[src/rtl/sudoku_pkg.sv]
// sudoku_pkg: shared geometry, FSM state encodings and cell addressing for
// the Sudoku player-input path.
//   CELULA_W : bits per cell (4)
//   N        : board side (9)
//   TAB_W    : flattened board width (324)
//   NCEL     : number of cells (81)
//   idx(l,c) : bit offset of cell (l,c) inside a [0:TAB_W-1] board vector
package sudoku_pkg;

  localparam int CELULA_W = 4;
  localparam int N        = 9;
  localparam int TAB_W    = 324;
  localparam int NCEL     = N * N;

  localparam logic [2:0] ST_RECEBE_LINHA  = 3'b000;
  localparam logic [2:0] ST_RECEBE_COLUNA = 3'b001;
  localparam logic [2:0] ST_VALIDA_VALOR  = 3'b010;
  localparam logic [2:0] ST_RECEBE_VALOR  = 3'b011;
  localparam logic [2:0] ST_VERIFICA_FIM  = 3'b100;
  localparam logic [2:0] ST_FIM_JOGO      = 3'b101;

  typedef enum logic [2:0] {
    RECEBE_LINHA  = ST_RECEBE_LINHA,
    RECEBE_COLUNA = ST_RECEBE_COLUNA,
    VALIDA_VALOR  = ST_VALIDA_VALOR,
    RECEBE_VALOR  = ST_RECEBE_VALOR,
    VERIFICA_FIM  = ST_VERIFICA_FIM,
    FIM_JOGO      = ST_FIM_JOGO
  } estado_t;

  function automatic int idx(input int l, input int c);
    return l * N * CELULA_W + c * CELULA_W;
  endfunction

endpackage

[src/rtl/verifica_conflito.sv]
// verifica_conflito: 9-cycle peer scan that decides whether a pending value
// repeats in the target's row, column or 3x3 block.
// Ports:
//   clk, rst_n  : clock, asynchronous active-low reset
//   enable      : scan advances only while high
//   start       : one-cycle pulse, begins a scan (index 0 on the next cycle)
//   aborta      : one-cycle pulse, drops any scan in progress
//   linha/coluna: 0-based target cell, held stable for the whole scan
//   valor       : pending value, held stable; 0 never conflicts
//   tabuleiro   : player board, held stable for the whole scan
//   done        : high during the 9th scan cycle (index 8)
//   conflito    : valid together with done; 1 = some peer holds valor
// Handshake: start is accepted while idle; the scan occupies the 9 cycles
// after start; done/conflito are combinational in the last one so the
// caller can act on the same edge that closes the scan.
module verifica_conflito
  import sudoku_pkg::*;
(
  input  logic             clk,
  input  logic             rst_n,
  input  logic             enable,
  input  logic             start,
  input  logic             aborta,
  input  logic [3:0]       linha,
  input  logic [3:0]       coluna,
  input  logic [3:0]       valor,
  input  logic [0:TAB_W-1] tabuleiro,
  output logic             done,
  output logic             conflito
);

  logic       busy_q;
  logic       acc_q;
  logic [3:0] i_q;

  logic [6:0] r7, c7, i7, bl_r, bl_c;
  logic [6:0] cel_l, cel_c, cel_b;
  logic       hit;

  // Peer i: row cell (r,i), column cell (i,c) and the i-th cell of the block.
  always_comb begin
    r7    = {3'b000, linha};
    c7    = {3'b000, coluna};
    i7    = {3'b000, i_q};
    bl_r  = (r7 / 7'd3) * 7'd3 + i7 / 7'd3;
    bl_c  = (c7 / 7'd3) * 7'd3 + i7 % 7'd3;
    cel_l = r7 * 7'd9 + i7;
    cel_c = i7 * 7'd9 + c7;
    cel_b = bl_r * 7'd9 + bl_c;
    hit   = 1'b0;
    if (busy_q && valor != 4'd0) begin
      if (i7 != c7 && tabuleiro[{cel_l, 2'b00} +: CELULA_W] == valor)
        hit = 1'b1;
      if (i7 != r7 && tabuleiro[{cel_c, 2'b00} +: CELULA_W] == valor)
        hit = 1'b1;
      if (!(bl_r == r7 && bl_c == c7) &&
          tabuleiro[{cel_b, 2'b00} +: CELULA_W] == valor)
        hit = 1'b1;
    end
  end

  assign done     = busy_q && (i_q == 4'd8);
  assign conflito = acc_q | hit;

  always_ff @(posedge clk or negedge rst_n) begin
    if (!rst_n) begin
      busy_q <= 1'b0;
      acc_q  <= 1'b0;
      i_q    <= 4'd0;
    end else if (aborta) begin
      busy_q <= 1'b0;
      acc_q  <= 1'b0;
      i_q    <= 4'd0;
    end else if (start) begin
      busy_q <= 1'b1;
      acc_q  <= 1'b0;
      i_q    <= 4'd0;
    end else if (busy_q && enable) begin
      acc_q <= acc_q | hit;
      if (i_q == 4'd8) begin
        busy_q <= 1'b0;
        i_q    <= 4'd0;
      end else begin
        i_q <= i_q + 4'd1;
      end
    end
  end

endmodule

[src/rtl/entrada_jogada.sv]
// entrada_jogada: player-move sequencer for the Sudoku game. Collects row,
// column and value from the switches (one confirma per step), refuses writes
// to given cells, owns the player board and detects a completed board.
// Optional feature macro: VALIDA_JOGADA_EN -- when defined, every move is
// checked against its row/column/block peers by verifica_conflito (9 cycles)
// and conflicting values are rejected; otherwise validaValor is 1 cycle and
// always accepts.
// Ports:
//   clk, rst_n        : clock, asynchronous active-low reset
//   enable            : low freezes all state and ignores every pulse
//   confirma          : one-cycle confirm pulse
//   cancela           : one-cycle abort pulse (recebeColuna / recebeValor)
//   entrada[3:0]      : switch value
//   carrega           : one-cycle pulse, loads tabuleiroInicial
//   tabuleiroInicial  : puzzle, cell (l,c) at bits idx(l,c) +: 4, 0 = empty
//   estadoJogo[2:0]   : FSM state (also the debug view of the FSM)
//   regLinha/regColuna: selected row/column 1..9, 0 = none
//   sudokuJogador     : player board, same layout as tabuleiroInicial
//   erroJogada        : one-cycle pulse after a rejected input
//   jogadas[7:0]      : accepted writes, saturating at 255
module entrada_jogada
  import sudoku_pkg::*;
(
  input  logic             clk,
  input  logic             rst_n,
  input  logic             enable,
  input  logic             confirma,
  input  logic             cancela,
  input  logic [3:0]       entrada,
  input  logic             carrega,
  input  logic [0:TAB_W-1] tabuleiroInicial,
  output logic [2:0]       estadoJogo,
  output logic [3:0]       regLinha,
  output logic [3:0]       regColuna,
  output logic [0:TAB_W-1] sudokuJogador,
  output logic             erroJogada,
  output logic [7:0]       jogadas
);

  estado_t         estado_q, estado_n;
  logic [NCEL-1:0] fixas_q;
  logic [NCEL-1:0] nao_vazia;
  logic [3:0]      valor_q;
  logic [6:0]      varre_q;

  logic do_carrega, do_linha, do_coluna, do_limpa, do_valor;
  logic do_escreve, do_erro, varre_inc, varre_clr;

  logic [6:0] alvo_cel;
  logic [8:0] alvo_off;
  logic [3:0] cel_varre;
  logic       entrada_1a9;

  for (genvar k = 0; k < NCEL; k++) begin : g_nao_vazia
    assign nao_vazia[k] = |tabuleiroInicial[k*CELULA_W +: CELULA_W];
  end

  // Linear cell index k = l*9 + c, bit offset k*4; only meaningful once both
  // registers hold 1..9 (recebeValor onwards).
  assign alvo_cel    = ({3'b000, regLinha} - 7'd1) * 7'd9 + ({3'b000, regColuna} - 7'd1);
  assign alvo_off    = {alvo_cel, 2'b00};
  assign cel_varre   = sudokuJogador[{varre_q, 2'b00} +: CELULA_W];
  assign entrada_1a9 = (entrada != 4'd0) && (entrada <= 4'd9);
  assign estadoJogo  = estado_q;

`ifdef VALIDA_JOGADA_EN
  logic chk_start, chk_done, chk_conf;

  verifica_conflito u_verifica_conflito (
    .clk       (clk),
    .rst_n     (rst_n),
    .enable    (enable),
    .start     (chk_start),
    .aborta    (enable && carrega),
    .linha     (regLinha - 4'd1),
    .coluna    (regColuna - 4'd1),
    .valor     (valor_q),
    .tabuleiro (sudokuJogador),
    .done      (chk_done),
    .conflito  (chk_conf)
  );
`endif

  always_ff @(posedge clk or negedge rst_n) begin
    if (!rst_n) estado_q <= RECEBE_LINHA;
    else        estado_q <= estado_n;
  end

  // Next state and datapath strobes. Nothing fires while enable is low.
  always_comb begin
    estado_n   = estado_q;
    do_carrega = 1'b0;
    do_linha   = 1'b0;
    do_coluna  = 1'b0;
    do_limpa   = 1'b0;
    do_valor   = 1'b0;
    do_escreve = 1'b0;
    do_erro    = 1'b0;
    varre_inc  = 1'b0;
    varre_clr  = 1'b0;
`ifdef VALIDA_JOGADA_EN
    chk_start  = 1'b0;
`endif
    if (enable) begin
      if (carrega) begin
        do_carrega = 1'b1;
        estado_n   = RECEBE_LINHA;
      end else begin
        case (estado_q)
          RECEBE_LINHA: begin
            // cancela outranks confirma even though it has no effect here
            if (!cancela && confirma) begin
              if (entrada_1a9) begin
                do_linha = 1'b1;
                estado_n = RECEBE_COLUNA;
              end else begin
                do_erro = 1'b1;
              end
            end
          end
          RECEBE_COLUNA: begin
            if (cancela) begin
              do_limpa = 1'b1;
              estado_n = RECEBE_LINHA;
            end else if (confirma) begin
              if (entrada_1a9) begin
                do_coluna = 1'b1;
                estado_n  = RECEBE_VALOR;
              end else begin
                do_erro = 1'b1;
              end
            end
          end
          RECEBE_VALOR: begin
            if (cancela) begin
              do_limpa = 1'b1;
              estado_n = RECEBE_LINHA;
            end else if (confirma) begin
              if (entrada > 4'd9 || fixas_q[alvo_cel]) begin
                do_erro  = 1'b1;
                estado_n = RECEBE_LINHA;
              end else begin
                do_valor = 1'b1;
                estado_n = VALIDA_VALOR;
`ifdef VALIDA_JOGADA_EN
                chk_start = 1'b1;
`endif
              end
            end
          end
          VALIDA_VALOR: begin
`ifdef VALIDA_JOGADA_EN
            if (chk_done) begin
              if (chk_conf) begin
                do_erro  = 1'b1;
                estado_n = RECEBE_LINHA;
              end else begin
                do_escreve = 1'b1;
                estado_n   = VERIFICA_FIM;
              end
            end
`else
            do_escreve = 1'b1;
            estado_n   = VERIFICA_FIM;
`endif
          end
          VERIFICA_FIM: begin
            // One cell per cycle; the first empty cell ends the scan early.
            if (cel_varre == 4'd0) begin
              varre_clr = 1'b1;
              estado_n  = RECEBE_LINHA;
            end else if (varre_q == 7'd80) begin
              varre_clr = 1'b1;
              estado_n  = FIM_JOGO;
            end else begin
              varre_inc = 1'b1;
            end
          end
          FIM_JOGO: ;
          default: estado_n = RECEBE_LINHA;
        endcase
      end
    end
  end

  always_ff @(posedge clk or negedge rst_n) begin
    if (!rst_n) begin
      regLinha      <= 4'd0;
      regColuna     <= 4'd0;
      sudokuJogador <= '0;
      fixas_q       <= '0;
      jogadas       <= 8'd0;
      erroJogada    <= 1'b0;
      valor_q       <= 4'd0;
      varre_q       <= 7'd0;
    end else begin
      erroJogada <= do_erro;
      if (do_carrega) begin
        sudokuJogador <= tabuleiroInicial;
        fixas_q       <= nao_vazia;
        regLinha      <= 4'd0;
        regColuna     <= 4'd0;
        jogadas       <= 8'd0;
        varre_q       <= 7'd0;
      end else begin
        if (do_linha)  regLinha  <= entrada;
        if (do_coluna) regColuna <= entrada;
        if (do_limpa) begin
          regLinha  <= 4'd0;
          regColuna <= 4'd0;
        end
        if (do_valor) valor_q <= entrada;
        if (do_escreve) begin
          sudokuJogador[alvo_off +: CELULA_W] <= valor_q;
          if (jogadas != 8'hFF) jogadas <= jogadas + 8'd1;
        end
        if (varre_clr)      varre_q <= 7'd0;
        else if (varre_inc) varre_q <= varre_q + 7'd1;
      end
    end
  end

endmodule

[config.mk]
export PLATFORM = sky130hd
export DESIGN_NAME = entrada_jogada
export DESIGN_NICKNAME = d
export VERILOG_FILES = /design/src/rtl/sudoku_pkg.sv /design/src/rtl/verifica_conflito.sv /design/src/rtl/entrada_jogada.sv
export SDC_FILE = /design/constraint.sdc
export NUM_CORES = 1
export LEC_CHECK = 0
export BUFFER_PORTS_ARGS = -buffer_cell sky130_fd_sc_hd__buf_4
export CORE_AREA = 2 2 260 262
export DETAILED_ROUTE_END_ITERATION = 10
export DIE_AREA = 0 0 262 264
export PLACE_DENSITY_LB_ADDON = 0.25
export SETUP_SLACK_MARGIN = 0.02
export SLEW_MARGIN = 20
export SYNTH_ARGS = -nofsm -noshare
export SYNTH_HDL_FRONTEND = slang
export SYNTH_HIERARCHICAL = 1
export SYNTH_SLANG_ARGS = --single-unit
[constraint.sdc]
create_clock -name clk -period 4.4 [get_ports clk]
set_clock_uncertainty 0.05 [all_clocks]
set_input_delay 0.44 -clock clk [delete_from_list [all_inputs] [get_ports clk]]
set_output_delay 0.44 -clock clk [all_outputs]
set_load 0.01 [all_outputs]
# Word-level counts from Yosys, hierarchy flattened
# Index checks and enable logic that the tools add are counted.
# totals
mem_bits_ro,0
regBits,436
out_inout_bits,344
ramBits,0
memories,0
input_bits,334
latchBits,0
# op_classes
eq_ne,14
div,0
n_reduce_logical,97
n_shift,3
add_sub_neg,6
mul,1
muxes,74
bitwise,3
order_cmp,3
# ops
operator,n
two-way mux 324 bit,2
"variable shift 325 x 11 -> 324 bit, first input constant",1
indexed part select 324 x 10 -> 325 bit,1
indexed part select 325 x 11 -> 324 bit,1
bitwise mux 324 bit,1
OR reduction 4 bit,81
two-way mux 1 bit,45
two-way mux 3 bit,10
two-way mux 4 bit,6
two-way mux 8 bit,3
two-way mux 7 bit,3
inverter 9 -> 10 bit,2
one-hot mux 3 bit (6 select lines),1
"inequality test 4 bit, second input constant",4
negation 10 -> 11 bit,1
"subtractor 4 x 1 -> 5 bit, second input constant",2
nonzero test 3 bit,3
"adder 8 x 1 -> 8 bit, second input constant",1
"< comparator 7 x 8 -> 1 bit, second input constant",1
"inequality test 8 bit, second input constant",1
AND reduction 8 bit,1
"adder 7 x 1 -> 7 bit, second input constant",1
adder 7 bit,1
binary-select mux 1 bit (select 7 bit),1
other kinds (21),27

# Depth between registers and ports, before layout
# Gate-level depths: netlist (run 1).
# logic_depth
depth_word,13
mapped_depth,19
mapped_depth_nobuf,17

# Worst setup path before layout (run 1)
# No wires, ideal clock.
# synth_timing
kind,register -> register
start,reg regLinha[0]
end,reg sudokuJogador[48] (netlist name)
stages_incl_launch_ff,20
path_buffers,2
slack_ps,-1
required_ps,4224
arrival_ps,4225
synth_period_minus_slack_ps,4401
setup_time_ps,126
cell_sequence,dfrtp_1 -> inv_1 -> ha_1 -> nor3b_1 -> ha_1 -> ha_1 -> inv_1 -> fa_1 -> inv_1 -> ha_1 -> a21o_1 -> a21oi_1 -> xnor3_2 -> and2_1 -> buf_2 -> nand2_1 -> buf_4 -> nor3_2 -> nor2_1 -> a221o_1
# synth_via
elab_chain_len,9
# synth_lines
item,line,text
"start, declared",entrada_jogada.sv:33,"output logic [3:0] regLinha,"
"start signal, assigned",entrada_jogada.sv:206,if (do_linha) regLinha <= entrada;
subtractor 4 x 1 -> 5 bit (*),entrada_jogada.sv:60,"assign alvo_cel = ({3'b000, regLinha} - 7'd1) * 7'd9 + ({3'b000, regColuna} - 7'd1);"
multiplier 5 x 5 -> 7 bit (*),entrada_jogada.sv:60,
adder 7 bit (*),entrada_jogada.sv:60,
inverter 9 -> 10 bit (not written as such) (*),entrada_jogada.sv:214,sudokuJogador[alvo_off +: CELULA_W] <= valor_q;
negation 10 -> 11 bit (*),entrada_jogada.sv:214,
indexed part select 325 x 11 -> 324 bit or variable shift 325 x 11 -> 324 bit (tied branches),entrada_jogada.sv:214,
bitwise mux 324 bit (*),entrada_jogada.sv:214,
two-way mux 324 bit (*),entrada_jogada.sv:213,if (do_escreve) begin
two-way mux 324 bit (*),entrada_jogada.sv:198,if (do_carrega) begin
"end signal, assigned",entrada_jogada.sv:199,sudokuJogador <= tabuleiroInicial;
"end signal, assigned by index",entrada_jogada.sv:214,
"end, declared",entrada_jogada.sv:35,"output logic [0:TAB_W-1] sudokuJogador,"
# Mark *: on every way between the ends. The rest lies on a longest branch, timed or not. The select of a mux whose other input is x is not followed.
# A chain may end at the register's enable or synchronous reset.

# Worst setup path after layout (run 1)
# layout_timing
start,reg regColuna[1]
end,reg valor_q[1]
# layout_via
elab_chain_len,12
# layout_lines
item,line,text
"start, declared",entrada_jogada.sv:34,"output logic [3:0] regColuna,"
"start signal, assigned",entrada_jogada.sv:207,if (do_coluna) regColuna <= entrada;
subtractor 4 x 1 -> 5 bit,entrada_jogada.sv:60,
adder 7 bit,entrada_jogada.sv:60,
binary-select mux 1 bit (select 7 bit),entrada_jogada.sv:139,if (entrada > 4'd9 || fixas_q[alvo_cel]) begin
two-way mux 1 bit (not written as such),entrada_jogada.sv:139,
logical OR 1 bit,entrada_jogada.sv:139,
two-way mux 1 bit,entrada_jogada.sv:139,
two-way mux 1 bit,entrada_jogada.sv:138,end else if (confirma) begin
two-way mux 1 bit,entrada_jogada.sv:135,if (cancela) begin
two-way mux 1 bit,entrada_jogada.sv:109,case (estado_q)
two-way mux 1 bit,entrada_jogada.sv:105,if (carrega) begin
two-way mux 1 bit,entrada_jogada.sv:104,if (enable) begin
AND reduction 2 bit (no source line),--,
"end signal, assigned",entrada_jogada.sv:212,if (do_valor) valor_q <= entrada;
"end, declared",entrada_jogada.sv:43,logic [3:0] valor_q;
# No other way between the ends. The select of a mux whose other input is x is not followed.

==> reports/metrics.cfg, run 1 <==
[status]
outcome=finished clean

[critical_path]
arrival_ns=4.77
cp.required_ns=4.83
path_common_cell=ha_4
path_max_fanout=5
startpoint=regColuna[1]
crit_path_cell_trace=buf_4, nor3_2, xor2_1, ha_1, ha_4, ha_4, fa_2, buf_8, mux4_2, nand2_1, and3_4, a31oi_2, a221oi_4, nand2_4, mux2_4
worst_setup_path_end_kind=flop
reg2reg_depth=15
startpoint_type=flop
cp_slowest_cell=fa_2
r2r-start=regColuna[1]
cpPeakStageDelay_ns=0.61
crit_type=flop to flop

[flow_run]
cap_violations=0

[power_and_ir_drop]
p_sw_mw=6.69
combPwrFrac_pct=45.4
switching_share_pct=38.7
p_int_mw=10.6
clockPowerShare_pct=25.2
power_density_nw_per_um2=519
ir_drop_v=0.000831
power_frac_seq_pct=29.4
p_leak_nw=15.2

[placed_design]
hpwlAfterDp_um=83300
post-place-ws_ns=-0.542
gp_congestion=0.920
io_buffers=677

[final_layout]
fillers=6223
syn_to_final_growth_pct=41.9
final_net_count=3617
drive_gt1_share_pct=32.2

[drt]
vias=23600
wirelength_um=112000
drc=0
dr.pass1.iters=5
drt.antenna.violating_nets=0
drt_first_iter_violations=2068
wire_per_inst_um=26.8
avgViaCountPerCell=5.65

[synthesis]
ys_ff_latch=436
synth_most_common_cell=nand2_1
synthFlopType=dfrtp_1
synth_common_cells=469 x nand2_1, 436 x dfrtp_1, 308 x mux2i_1
ys_types=77
yosysTopAreaCell=dfrtp_1
yosysWarnings=6
synth_edf_count=0
synthArstFlopShare_pct=100
netlist_area_sq_um=23400
synth_cells=2468
syn-mean-instance-area_sq_um=9.50
yosysSeqAreaShare_pct=46.5
synthTopCellsByArea=dfrtp_1 47%, mux2i_1 13%, nand2_1 7.5%, o21ai_1 5.9%, mux4_2 3.8%
synth.net_count=2825
yosys.area.top_type_share_pct=46.5

[floorplanning]
die_area_sq_um=69200
core_area_sq_um=66600
die_w_um=262
io-pin-count=678
dieHeight_um=264
start_util_pct=35.2
rows=95

[timing]
fin_ws_ns=0.0549
hold_viol=0
setup_viol=0
max_slew.worst_pin.slew_ns=1.05
slew_viol_final=0
period_share_pct=98.8
setup-tns-final_ns=0
post-route-min-period_ns=4.35
fmax_mhz=230
slew_headroom_pct=30.1

[clock_tree]
ctsRootBufferMaster=clkbuf_16
clockBufferDepth=3
numCtsBuffers=50
path_clk_slew_ns=0.06
h-tree-depth=2
clkSinkCount=436
cts_tree=yes
clk_latency_ns=0.61

[min_path]
worst_hold_path.num_cells=3
min_from=tabuleiroInicial[159]
hold_path_class=input port to flop

[global_routing]
grt_pass1_vias=23700
grt-ovfl-total=0
track_usage_pct=31.5
grt_first_pass_wirelength_um=161000
grt_antenna_before_repair=6
grt_max_degree=143

==> repair_timing <==
action | CTS | global route
hold buffers | 84 | 0
gates resized for setup | 20 | 59
setup endpoints to repair | 265 | 286
hold endpoints to repair | 180 | 0
pin swaps | 9 | 14
cloned | 0 | 0
setup buffers | 7 | 8
==> stage by stage <==
step / total power [mW] / utilization, % / instances / instance area (sq um) / hold slack, ns
after floorplan: 8.26 / - / 2468 / 23400 / 0.0944
after global placement: 11.9 / 45.5 / 3982 / 30300 / 0.408
after detailed placement: 12.0 / 45.5 / 3982 / 30300 / 0.415
after CTS: 16.7 / 49.5 / 4163 / 32900 / 0.0000179
after global routing: 18.0 / 50.0 / 4173 / 33300 / 0.0138
final: 17.3 / 50.0 / 4174 / 33300 / 0.0188
==> sequential cells by signal, indices dropped and copies added, names as in the netlist <==
name and count:
estadoJogo 3, regColuna 4, jogadas 8, fixas_q 81
erroJogada 1, valor_q 4, sudokuJogador 324, varre_q 7
regLinha 4
==> final timing paths <==
check | end | slack [ns]
max in group asynchronous | fixas_q[71] | 2.69
hold / removal | sudokuJogador[159] | 0.02
setup reg to reg | valor_q[1] | 0.05
min in group asynchronous | sudokuJogador[162] | 0.42
setup / recovery | valor_q[1] | 0.05
hold reg to reg | fixas_q[26] | 0.43
==> cell type report <==
class	instances	area [sq um]	area share (%)
antenna	3	7.51	0.0226
tap	873	1090	3.28
multi-input combinational	1832	12100	36.4
clock buffer	78	1530	4.59
clock inverter	12	144	0.433
timing repair buffer	922	7380	22.2
inverter	18	67.6	0.203
sequential	436	10900	32.9
==> power groups by stage <==
stage                     clock network, mW  logic [mW]  registers [mW]
after CTS                              4.39        7.26            5.06
after floorplan                           0        3.20            5.06
after detailed placement                  0        6.88            5.12
final                                  4.35        7.85            5.08
after global placement                    0        6.80            5.11
after global routing                   4.55        8.30            5.13
==> worst max-delay path: cells and delay by family, from the launching register on <==
| kind | cells | cell delay [ns] |
|---|---|---|
| multiplexers | 2 | 0.87 |
| buffers and inverters | 2 | 0.29 |
| flip-flops | 1 | 0.38 |
| XOR/XNOR | 1 | 0.24 |
| AND/OR/NAND/NOR | 4 | 0.57 |
| AO/OA/AOI/OAI | 2 | 0.43 |
| adder cells (fa/ha/maj) | 4 | 1.39 |
==> layout by cell type, fill, tap and decap left out, types with 40 or more instances in the layout <==
master         netlist  final
buf_4                7    816
clkbuf_16            0     51
dfrtp_1            436    427
dlygate4sd3_1        0     84
mux2i_1            308    307
mux4_2              40     40
nand2_1            469    457
nor2_1             134    116
nor3_1              47     45
nor4_1             109    109
o21ai_0            124    123
o21ai_1            277    278
==> metal layers <==
metal | part of all wire (%) | GRT usage, %
met3 | 7.1 | 5.58
met4 | 3.3 | 9.39
met5 | 0.024 | 0
met1 | 41 | 41.7
met2 | 48 | 52.3
==> cell families (layout without fill, tap and decap cells) <==
kind of cell | after synthesis | in the layout | synth area share [%]
buf+inv | 200 | 1030 | 3.43
mux | 353 | 353 | 17.3
flops | 436 | 436 | 46.5
other cells | 0 | 3 | 0
xor+xnor | 18 | 18 | 0.737
compound gates | 537 | 537 | 13.0
fa+ha+maj | 23 | 23 | 1.32
simple gates | 901 | 901 | 17.6
(Power assumes the default switching activity.)
==> run 2, diff against run 1 <==
--- a/config.mk
+++ b/config.mk
@@ -9,7 +9,7 @@
 export CORE_AREA = 2 2 260 262
 export DETAILED_ROUTE_END_ITERATION = 10
 export DIE_AREA = 0 0 262 264
-export PLACE_DENSITY_LB_ADDON = 0.25
+export PLACE_DENSITY = 0.59
 export SETUP_SLACK_MARGIN = 0.02
 export SLEW_MARGIN = 20
 export SYNTH_ARGS = -nofsm -noshare
==> constraint.sdc (replaced) <==
create_clock -name clk -period 4.4 [get_ports clk]
set_clock_uncertainty 0.05 [all_clocks]
set_input_delay 0.44 -clock clk [delete_from_list [all_inputs] [get_ports clk]]
set_output_delay 0.44 -clock clk [all_outputs]
set_load 0.1 [all_outputs]
==> reports/metrics.cfg, run 2 (same netlist as run 1, synthesis figures left out) <==
[status]
outcome=finished clean

[clock_tree]
clkSinkCount=436
h-tree-depth=2
numCtsBuffers=50
ctsRootBufferMaster=clkbuf_16
path_clk_slew_ns=0.06
cts_tree=yes
clockBufferDepth=3
clk_latency_ns=0.60

[critical_path]
worstReg2RegEnd=valor_q[1]
cp.required_ns=4.82
path_max_fanout=7
r2r-start=regLinha[2]
reg2reg_depth=13
arrival_ns=4.72
worst_setup_path_end_kind=flop
crit_type=flop to flop
startpoint_type=flop
r2r_slack_ns=0.11

[drt]
drt.antenna.violating_nets=0
avgViaCountPerCell=5.67
wirelength_um=112000
drt_first_iter_violations=2164
dr.pass1.iters=6
vias=23400
wire_per_inst_um=27.2
drc=0

[timing]
hold_viol=0
fmax_mhz=233
period_share_pct=97.6
max_slew.worst_pin.slew_ns=1.09
rsz0062_at_grt=yes
slew_headroom_pct=26.6
setup_viol=0
setup-tns-final_ns=0
slew_viol_final=0
post-route-min-period_ns=4.29
whs_ns=0.0162
fin_ws_ns=0.107

[placed_design]
gp_congestion=0.917
post_dp_cell_area_sq_um=30100
post-place-ws_ns=-0.286
place_inst=3949
io_buffers=677
hpwlAfterDp_um=83600

[global_routing]
grt_max_degree=160
grt-ovfl-total=0
track_usage_pct=31.6
grt_antenna_before_repair=4
grt_first_pass_wirelength_um=161000
grt_pass1_vias=23500

[floorplanning]
die_w_um=262
rows=95
dieHeight_um=264
io-pin-count=678
die_area_sq_um=69200
start_util_pct=35.2
core_area_sq_um=66600

[final_layout]
largest_reg_flops=324
final_cells=4130
reg_top3=sudokuJogador x324, fixas_q x81, jogadas x8
drive_gt1_share_pct=31.9
final-seq-area_sq_um=11000
fillers=6253
mostFrequentLayoutCell=buf_4
syn_to_final_growth_pct=40.7
multi_input_area_sq_um=12100
fin_util_pct=49.5
mostFrequentLayoutCells=783 x buf_4, 460 x nand2_1, 420 x dfrtp_1
fin_area_sq_um=33000
final_net_count=3572
top_register=sudokuJogador

[power_and_ir_drop]
ir_drop_v=0.000725
power_density_nw_per_um2=608
p_leak_nw=15.0
power.total_mw=20.1

[min_path]
hold_path_class=input port to flop
worst_hold_path.num_cells=3
min_from=tabuleiroInicial[172]
holdPathEnd=sudokuJogador[172]

[flow_run]
cap_violations=0

==> run 2: final cells by class <==
class / count / share of cell area (%)
antenna: 2 / 0.0152
clock buffer: 77 / 4.54
clock inverter: 15 / 0.539
inverter: 18 / 0.228
multi-input combinational: 1833 / 36.8
sequential: 436 / 33.2
tap: 873 / 3.31
timing repair buffer: 876 / 21.3
==> run 2: critical path: stages, from the launching register on <==
cell and delay, ns:
dfrtp_4 0.50, nor3_2 0.20, xor2_1 0.22, ha_1 0.29, ha_4 0.28, ha_4 0.20, fa_2 0.60, buf_12 0.17
mux4_2 0.57, a22o_1 0.28, a221oi_4 0.28, buf_6 0.16, nand2_4 0.08, mux2_4 0.30
==> run 2: worst max path at each step <==
stage / to / from / slack (ns)
6_report: valor_q[1] / regLinha[2] / 0.11
2_1_floorplan: valor_q[0] / regLinha[2] / 0.02
4_1_cts: valor_q[3] / regLinha[1] / -0.06
3_3_place_gp: sudokuJogador[166] / regColuna[0] / -0.24
5_1_grt: sudokuJogador[50] / regLinha[1] / -0.02
3_5_place_dp: sudokuJogador[167] / regColuna[0] / -0.29
==> run 2: routing by layer <==
metal / GRT usage, % / up-vias / part of all wire (%)
li1: - / 10400 / -
met1: 41.2 / 11800 / 41
met2: 53.2 / 1044 / 49
met3: 5.94 / 200 / 7.3
met4: 9.15 / 6 / 3.4
met5: 0 / - / 0.030
==> run 2: timing repair <==
| action | in CTS | in global routing |
|---|---|---|
| hold buffers | 70 | 0 |
| cloned | 1 | 3 |
| setup buffers | 4 | 9 |
| gates resized for setup | 19 | 50 |
| setup endpoints to repair | 184 | 292 |
| pin swaps | 2 | 18 |
| hold endpoints to repair | 171 | 0 |
==> run 2: report_power, final <==
part / switching (mW) / internal, mW
Sequential: 0.581 / 4.50
Clock: 1.79 / 2.57
Combinational: 7.15 / 3.46
==> run 3, diff against run 2 <==
--- a/config.mk
+++ b/config.mk
@@ -5,10 +5,11 @@
 export SDC_FILE = /design/constraint.sdc
 export NUM_CORES = 1
 export LEC_CHECK = 0
+export ABC_AREA = 1
 export BUFFER_PORTS_ARGS = -buffer_cell sky130_fd_sc_hd__buf_4
-export CORE_AREA = 2 2 260 262
+export CORE_MARGIN = 1.5
+export CORE_UTILIZATION = 35
 export DETAILED_ROUTE_END_ITERATION = 10
-export DIE_AREA = 0 0 262 264
 export PLACE_DENSITY = 0.59
 export SETUP_SLACK_MARGIN = 0.02
 export SLEW_MARGIN = 20
==> reports/metrics.cfg, run 3 <==
[clock_tree]
path_clk_slew_ns=0.06
clk_latency_ns=0.60
numCtsBuffers=52
clockBufferDepth=3
ctsRootBufferMaster=clkbuf_16
h-tree-depth=2
clkSinkCount=436
cts_tree=yes

[placed_design]
io_buffers=677
hpwlAfterDp_um=91400
gp_congestion=0.937
post-place-ws_ns=-0.0306

[drt]
drc=0
drt.antenna.violating_nets=0
dr.pass1.iters=6
vias=27200
wirelength_um=123000
avgViaCountPerCell=5.73
drt_first_iter_violations=3113
wire_per_inst_um=25.9

[critical_path]
arrival_ns=4.68
path_max_fanout=12
crit_type=flop to flop
startpoint_type=flop
cp.required_ns=4.80
worst_setup_path_end_kind=flop
startpoint=regLinha[0]
r2r-start=regLinha[0]
reg2reg_depth=16

[timing]
rsz0062_at_grt=yes
post-route-min-period_ns=4.28
period_share_pct=97.4
whs_ns=0.0177
hold_viol=0
fin_ws_ns=0.116
max_slew.worst_pin.slew_ns=1.06
setup_viol=0
slew_viol_final=0
slew_headroom_pct=28.3
fmax_mhz=233

[synthesis]
synth_common_cells=797 x nand2_1, 436 x dfrtp_1, 341 x inv_1
synth.net_count=3414
synth_cells=3057
synthTopCellsByArea=dfrtp_1 45%, nand2_1 12%, nand3_1 6.5%, o221ai_1 6.4%, inv_1 5.3%
ys_types=46
yosys.area.top_type_share_pct=45.3
ys_ff_latch=436
synthArstFlopShare_pct=100
synthFlopType=dfrtp_1
yosysTopAreaCell=dfrtp_1
yosysSeqAreaShare_pct=45.3
synth_edf_count=0
syn-mean-instance-area_sq_um=7.87
yosysWarnings=6
synth_most_common_cell=nand2_1
netlist_area_sq_um=24100

[final_layout]
syn_to_final_growth_pct=39.8
final_net_count=4180
fin_util_pct=49.8
mostFrequentLayoutCells=779 x nand2_1, 773 x buf_4, 430 x dfrtp_1
mostFrequentLayoutCell=nand2_1
top_register=sudokuJogador
largest_reg_flops=324
reg_top3=sudokuJogador x324, fixas_q x81, jogadas x8
drive_gt1_share_pct=26.6
fillers=6611

[min_path]
min_from=tabuleiroInicial[124]
hold_path_class=input port to flop
worst_hold_path.num_cells=3

[floorplanning]
die_area_sq_um=70400
dieHeight_um=265
rows=95
start_util_pct=35.6
die_w_um=265
core_area_sq_um=67600
io-pin-count=678

[global_routing]
grt-ovfl-total=0
track_usage_pct=33.5
grt_pass1_vias=25800
grt_max_degree=142
grt_first_pass_wirelength_um=175000
grt_antenna_before_repair=8

[power_and_ir_drop]
ir_drop_v=0.00125
p_leak_nw=16.1
power_density_nw_per_um2=831

[flow_run]
cap_violations=0

[status]
outcome=finished clean

[run 3: changes by cell type in the layout (fill, tap and decap cells not counted), sizes merged, moves of 111 or more]
cell	change
inv	+338
mux2i	-308
nand2	+377
nand3	+276
o211ai	+111
o21ai	-257
o221ai	+175
[run 3: where the power goes]
group	leakage [nW]	internal [mW]	switching, mW
Clock	0.879	2.72	1.85
Combinational	9.93	5.46	12.9
Sequential	5.30	4.56	0.488
[run 3: what timing repair did]
action                                  in CTS  in global routing
setup buffers                                0                  6
hold endpoints to repair                   184                  0
endpoints found under the setup margin      15                325
pin swaps                                    0                  7
hold buffers                                95                  0
resized for setup                            5                 68
cloned                                       0                  3
[run 3: logic make-up (layout without fill, tap and decap cells)]
logic type                 count (synthesis)  after routing  synth area share, %
AOI/OAI and AO/OA                        601            601                 17.7
other                                      0              3                    0
and+or+nand+nor                         1446           1446                 26.1
adders and majority gates                 23             23                 1.29
xor gates and xnor gates                  13             13                0.551
buffers and inverters                    538           1345                 9.03
DFF                                      436            436                 45.3
[run 3: layer usage]
layer | global-route usage (%) | up-vias | wire, um
met5 | 0 | - | 59
met4 | 10.9 | 10 | 4180
met3 | 6.62 | 227 | 11100
met2 | 52.4 | 1558 | 55600
met1 | 46.4 | 13300 | 51800
li1 | - | 12100 | -
[run 3: worst max-delay path: stages, from the launching register on]
cell and delay, ns:
dfrtp_2 0.40, inv_2 0.06, ha_1 0.21, nor3b_2 0.16, ha_1 0.35, ha_1 0.29
inv_1 0.04, fa_1 0.47, inv_1 0.07, ha_4 0.32, xor2_4 0.22, buf_4 0.17
nand2_1 0.31, nor2_1 0.53, nand2_2 0.18, nand2_1 0.15, o221ai_1 0.13
[run 3: metrics by stage]
stage | std cells | TNS, ns | area [sq um] | power (mW)
2_1_floorplan | 3057 | 0 | 24100 | 14.9
3_3_place_gp | 4538 | -0.0199 | 30500 | 20.8
3_5_place_dp | 4538 | -0.108 | 30500 | 20.8
4_1_cts | 4728 | 0 | 33300 | 25.6
5_1_grt | 4739 | -0.159 | 33700 | 28.9
6_report | 4740 | 0 | 33700 | 28.0
[run 3: layout make-up]
cell class	instances	area, sq um	area share [%]
multi-input combinational	2083	11300	33.6
sequential	436	10900	32.5
timing repair buffer	889	7160	21.3
clock buffer	85	1650	4.90
inverter	361	1380	4.10
tap	873	1090	3.25
clock inverter	10	139	0.413
antenna	3	7.51	0.0223
[run 3: path summary, 6_finish.rpt]
check                                     endpoint  slack, ns
worst min-delay path            sudokuJogador[124]       0.02
worst max register to register   sudokuJogador[97]       0.12
worst min register to register         fixas_q[17]       0.44
max in group asynchronous       sudokuJogador[206]       2.63
min in group asynchronous       sudokuJogador[311]       0.45
worst max-delay path             sudokuJogador[97]       0.12
